===== config.mk =====
export PLATFORM = sky130hd
export DESIGN_NAME = conv_result_streamer
export DESIGN_NICKNAME = d
export VERILOG_FILES = /design/src/rtl/conv_result_streamer.sv
export SDC_FILE = /design/constraint.sdc
export NUM_CORES = 1
export LEC_CHECK = 0
export BUFFER_PORTS_ARGS = -buffer_cell sky130_fd_sc_hd__buf_2
export CAP_MARGIN = 20
export CORE_UTILIZATION = 50
export DETAILED_ROUTE_END_ITERATION = 8
export PLACE_DENSITY = 0.63
export SLEW_MARGIN = 20
export SYNTH_ARGS = -nofsm -noshare
export SYNTH_HDL_FRONTEND = slang
export SYNTH_SLANG_ARGS = --single-unit

===== constraint.sdc =====
create_clock -name clk -period 6.7 [get_ports clk]
set_clock_uncertainty 0.1 [all_clocks]
set_input_delay 1.34 -clock clk [delete_from_list [all_inputs] [get_ports clk]]
set_output_delay 1.34 -clock clk [all_outputs]
set_load 0.005 [all_outputs]

===== src/rtl/conv_result_streamer.sv =====
// Captures the convolution core's Z-write results into a buffer, then streams
// them in address order over a valid/ready handshake with a last-beat marker.
module conv_result_streamer #(
  parameter int DATA_WIDTH = 8,
  parameter int ADDR_WIDTH = 5
) (
  input  logic                    clk,
  input  logic                    rstn,
  input  logic                    writeZ_in,
  input  logic [2*DATA_WIDTH-1:0] dataZ_in,
  input  logic [ADDR_WIDTH:0]     memZ_addr_in,
  input  logic                    core_done_in,
  output logic [2*DATA_WIDTH-1:0] m_data_o,
  output logic                    m_valid_o,
  input  logic                    m_ready_in,
  output logic                    m_last_o,
  output logic [ADDR_WIDTH:0]     m_index_o,
  output logic [ADDR_WIDTH+1:0]   result_len_o,
  output logic                    busy_o,
  output logic                    done_o,
  output logic                    overrun_o
);
  localparam int WORD_W = 2 * DATA_WIDTH;
  localparam int PTR_W  = ADDR_WIDTH + 1;
  localparam int LEN_W  = ADDR_WIDTH + 2;
  localparam int DEPTH  = 1 << PTR_W;

  typedef enum logic [2:0] {
    S_IDLE,
    S_CAPTURE,
    S_PREFETCH,
    S_STREAM,
    S_FINISH
  } state_t;

  state_t            r_state;
  state_t            w_state_next;
  logic [WORD_W-1:0] r_mem [DEPTH];
  logic [WORD_W-1:0] r_rd_data;
  logic [PTR_W-1:0]  r_ptr;
  logic [PTR_W-1:0]  w_ptr_next;
  logic [PTR_W-1:0]  w_rd_addr;
  logic [LEN_W-1:0]  r_len;
  logic [LEN_W-1:0]  w_len_next;
  logic [LEN_W-1:0]  w_wr_len;
  logic              r_overrun;
  logic              w_overrun_next;
  logic              w_we;
  logic              w_streaming;
  logic              w_accept;
  logic              w_last;

  // Length implied by a write, widened so address 63 yields 64 without wrapping.
  assign w_wr_len    = {1'b0, memZ_addr_in} + LEN_W'(1);
  assign w_streaming = (r_state == S_STREAM);
  assign w_accept    = w_streaming && m_ready_in;
  assign w_last      = w_streaming && ({1'b0, r_ptr} == (r_len - LEN_W'(1)));

  always_comb begin
    w_state_next   = r_state;
    w_ptr_next     = r_ptr;
    w_len_next     = r_len;
    w_overrun_next = r_overrun;
    w_we           = 1'b0;
    w_rd_addr      = r_ptr;
    case (r_state)
      S_IDLE: begin
        if (writeZ_in) begin
          w_we         = 1'b1;
          w_len_next   = w_wr_len;
          w_state_next = core_done_in ? S_PREFETCH : S_CAPTURE;
        end else if (core_done_in) begin
          w_state_next = S_FINISH;
        end
      end
      S_CAPTURE: begin
        if (writeZ_in) begin
          w_we = 1'b1;
          if (w_wr_len > r_len) begin
            w_len_next = w_wr_len;
          end
        end
        if (core_done_in) begin
          w_state_next = (w_len_next == '0) ? S_FINISH : S_PREFETCH;
        end
      end
      S_PREFETCH: begin
        w_rd_addr    = '0;
        w_ptr_next   = '0;
        w_state_next = S_STREAM;
        if (writeZ_in) begin
          w_overrun_next = 1'b1;
        end
      end
      S_STREAM: begin
        if (writeZ_in) begin
          w_overrun_next = 1'b1;
        end
        // Read ahead on acceptance so the next beat is ready with no bubble.
        if (w_accept) begin
          w_rd_addr = r_ptr + PTR_W'(1);
          if (w_last) begin
            w_state_next = S_FINISH;
          end else begin
            w_ptr_next = r_ptr + PTR_W'(1);
          end
        end
      end
      S_FINISH: begin
        w_state_next = S_IDLE;
      end
      default: begin
        w_state_next = S_IDLE;
      end
    endcase
  end

  always_ff @(posedge clk) begin
    if (!rstn) begin
      r_state   <= S_IDLE;
      r_ptr     <= '0;
      r_len     <= '0;
      r_overrun <= 1'b0;
    end else begin
      r_state   <= w_state_next;
      r_ptr     <= w_ptr_next;
      r_len     <= w_len_next;
      r_overrun <= w_overrun_next;
    end
  end

  // Result buffer: contents survive reset; read data is registered.
  always_ff @(posedge clk) begin
    if (w_we) begin
      r_mem[memZ_addr_in] <= dataZ_in;
    end
    r_rd_data <= r_mem[w_rd_addr];
  end

  assign m_valid_o    = w_streaming;
  assign m_data_o     = w_streaming ? r_rd_data : '0;
  assign m_index_o    = w_streaming ? r_ptr : '0;
  assign m_last_o     = w_last;
  assign result_len_o = r_len;
  assign busy_o       = (r_state == S_CAPTURE) || (r_state == S_PREFETCH) || w_streaming;
  assign done_o       = (r_state == S_FINISH);
  assign overrun_o    = r_overrun;
endmodule


==> out/qor.yml <==
place:
  gp_congestion: 0.930
  dpl.hpwl_um: 73300
  postPlaceCellArea_mm2: 0.0446
  io_buffers: 60
floorplan:
  fp.dieW_um: 294
  rows: 106
  die_y_um: 294
  num_io_pins: 61
  initial_core_util_pct: 50.8
  dieArea_mm2: 0.0866
  coreArea_mm2: 0.0841
timing:
  tns_ps: 0
  relSlewSlack_pct: 19.8
  rsz0062_at_grt: "false"
  drv_slew: 0
  finalCriticalPeriod_ps: 5020
  worst_pin_slew_ps: 1200
  setup_viol: 0
  fin_crit_sh_pct: 74.9
  finalHoldViolCount: 0
  clock.fmax_mhz: 199
clock_tree:
  numCtsBuffers: 104
  clockRootBuffer: "clkbuf_16"
  cts_hold_buf: 0
  post_cts_buffers: 0
  clkTransAtPathRegs_ps: 60
  htreeDepth: 3
  ctsResizeCount: 0
  clock_path_buffers: 3
  cts_tree: "done"
  insertion_delay_ps: 670
  clock-sinks: 1057
critical_path:
  rr_endpoint: "r_rd_data[12]"
  crit_arrival_ps: 5520
  cp_max_fo: 99
  cp-end-kind: "flip-flop"
  r2r-start: "r_state[1]"
  path_class: "flip-flop to flip-flop"
  critPathLaunchType: "flip-flop"
  rr_worst_depth: 10
  required_ps: 7200
  rrSetupSlack_ps: 1680
hold_path:
  holdCritPathClass: "flip-flop to flip-flop"
  holdPathEnd: "overrun_o"
  whs_path_depth: 2
  min_from: "overrun_o"
synthesis:
  synth_xor_area_share_pct: 0.246
  synth_fa_ha_area_share_pct: 0.293
  syn_nets: 3121
  synth_compound_area_share_pct: 7.56
  ys_async_sr_fraction_pct: 0
  syn-mean-instance-area_um2: 13.9
  ys_types: 71
  synth_simple_gate_area_share_pct: 12.9
  yosysWarnings: 0
  synthFlopType: "edfxtp_1"
  synth-seq-cells: 1057
  synth_top_family_by_area: "simple AND/OR/NAND/NOR gates"
  synth.area.mux_share_pct: 3.02
  synth-edff-count: 1024
  synthCells: 3084
  netlist_area_mm2: 0.0427
  synth-seq-area-share_pct: 73.5
routing:
  viasPerCell: 6.30
  drt-total-wl_um: 127000
  drt-initial-drc-count: 3380
  antenna_left: 0
  vias: 27700
  drtPass1Iterations: 6
  wl_per_cell_um: 28.9
  drc: 0
pwr:
  powerDensity_mw_per_mm2: 289
  seq_power_share_pct: 52.7
  combPwrFrac_pct: 4.9
  p_leak_nw: 16.8
  internal_power_mw: 10.9
  p_sw_mw: 3.01
  p_clk_share_pct: 42.3
  total_power_mw: 13.9
  vdd_drop_max_mv: 0.215
  sw_frac_of_total_pct: 21.7
global_routing:
  grt_usage_pct: 29.2
  antenna_found_initial: 6
  grt_pass1_wl_um: 183000
  grt_pass1_vias: 26600
  grt_max_degree: 100
  overflow: 0
final_layout:
  syn_to_final_growth_pct: 12.3
  layout.nets: 3206
  layout-drive-gt1-share_pct: 12.3
  final_util_pct: 57.1
  design_area_mm2: 0.0480
flow_run:
  cap_viol_max_count: 0
outcome:
  status: "finished, final reports clean"
registers in the layout, indices dropped and copies added (netlist names):
signal	flops
r_mem	1024
overrun_o	1
result_len_o	7
r_ptr	6
r_rd_data	16
r_state	3
synth_stat cells, types with 3 or more instances:
| cell | n | share of area (%) |
|---|---|---|
| a2111oi_0 | 30 | 0.61 |
| a211oi_1 | 45 | 0.79 |
| a21oi_1 | 55 | 0.64 |
| a22oi_1 | 3 | 0.053 |
| a311oi_1 | 23 | 0.47 |
| a31o_2 | 16 | 0.33 |
| a31oi_1 | 40 | 0.59 |
| a32o_1 | 30 | 0.70 |
| a32oi_1 | 47 | 0.96 |
| a41o_1 | 15 | 0.35 |
| and2_1 | 7 | 0.10 |
| and3_1 | 111 | 1.6 |
| buf_1 | 6 | 0.053 |
| buf_2 | 70 | 0.82 |
| buf_4 | 20 | 0.35 |
| buf_6 | 7 | 0.18 |
| clkbuf_1 | 103 | 0.90 |
| dfxtp_1 | 33 | 1.5 |
| edfxtp_1 | 1024 | 72 |
| ha_1 | 10 | 0.29 |
| inv_1 | 15 | 0.13 |
| mux2_2 | 17 | 0.45 |
| mux2i_1 | 110 | 2.6 |
| nand2_1 | 636 | 5.6 |
| nand2b_1 | 4 | 0.059 |
| nand3_1 | 247 | 2.9 |
| nand4_1 | 22 | 0.32 |
| nor2_1 | 121 | 1.1 |
| nor2_4 | 3 | 0.079 |
| nor2b_1 | 6 | 0.088 |
| nor3_1 | 34 | 0.40 |
| o2111ai_1 | 15 | 0.31 |
| o211ai_1 | 15 | 0.26 |
| o21a_1 | 5 | 0.088 |
| o21ai_0 | 49 | 0.57 |
| o21bai_1 | 3 | 0.053 |
| o311ai_1 | 16 | 0.33 |
| or3_1 | 17 | 0.25 |
| xnor2_1 | 8 | 0.16 |
| xor2_1 | 4 | 0.082 |
kinds of logic (layout without fill, tap and decap cells):
kind of cell               after synthesis  in the layout
AOI/OAI and AO/OA                      427            427
muxes                                  127            127
and+or+nand+nor                       1230           1230
adders and majority gates               10             10
other                                    0              1
xor gates and xnor gates                12             12
DFF                                   1057           1057
buffers and inverters                  221            395
power groups by stage:
| stage | Sequential [mW] | Clock (mW) | Combinational (mW) |
|---|---|---|---|
| floorplan | 7.45 | 0 | 0.390 |
| global placement | 7.46 | 0 | 0.655 |
| detailed placement | 7.46 | 0 | 0.672 |
| CTS | 7.32 | 5.92 | 0.674 |
| global route | 7.33 | 6.17 | 0.729 |
| finish | 7.32 | 5.88 | 0.682 |
stage by stage:
stage / setup slack (ps) / cells / hold slack (ps)
after CTS: 1790 / 4392 / 428
after detailed placement: 1260 / 4197 / 415
after global placement: 1000 / 4197 / 344
after global routing: 1400 / 4392 / 463
final: 1680 / 4393 / 420
after floorplan: 3020 / 3084 / 360
critical path: stages (launching register included):
cell	delay [ps]
dfxtp_1	630
nand2b_1	470
and2_1	360
nor2_4	650
buf_12	300
buf_12	420
buf_12	460
mux2i_1	140
a2111oi_0	970
a21oi_1	150
nand4_1	120
per-layer routing:
| layer | track usage (%) | vias to the layer above | wire (um) |
|---|---|---|---|
| met2 | 46.2 | 1561 | 59700 |
| li1 | - | 11900 | - |
| met4 | 11.4 | 6 | 4880 |
| met1 | 40.0 | 13900 | 49600 |
| met5 | 0 | - | 37 |
| met3 | 5.75 | 262 | 12800 |
how the worst max path moves through the flow:
| stage | from | endpoint | slack (ps) | depth (start not counted) |
|---|---|---|---|---|
| after global placement | m_ready_in | r_rd_data[2] | 1000 | 11 |
| after CTS | r_state[1] | r_rd_data[12] | 1790 | 10 |
| after detailed placement | m_ready_in | r_rd_data[9] | 1260 | 11 |
| after floorplan | memZ_addr_in[3] | result_len_o[0] | 3020 | 11 |
| final | r_state[1] | r_rd_data[12] | 1680 | 10 |
| after global routing | r_state[1] | r_rd_data[10] | 1400 | 10 |
final cells by class:
class                           instances  area, um2
Antenna cell                            1       2.50
Clock buffer                          134       2790
Clock inverter                         61        631
Fill cell                            6648      36100
Inverter                               15       56.3
Multi-Input combinational cell       1806      10400
Sequential cell                      1057      31400
Tap cell                             1134       1420
Timing Repair Buffer                  185       1300
cell usage in the layout, fill, tap and decap left out, drive strengths merged, types with 33 or more instances in the layout:
cell    synthesis  layout
clkbuf        103     134
mux2i         110     110
dfxtp          33      33
buf           103     185
a21oi          57      57
nor2          126     126
nor3           38      38
o21ai          51      51
a31oi          40      40
and3          111     111
clkinv          0      43
a211oi         47      47
edfxtp       1024    1024
nand3         247     247
nand2         637     637
a32oi          47      47
Note: power is estimated with default switching activity, not from simulation.
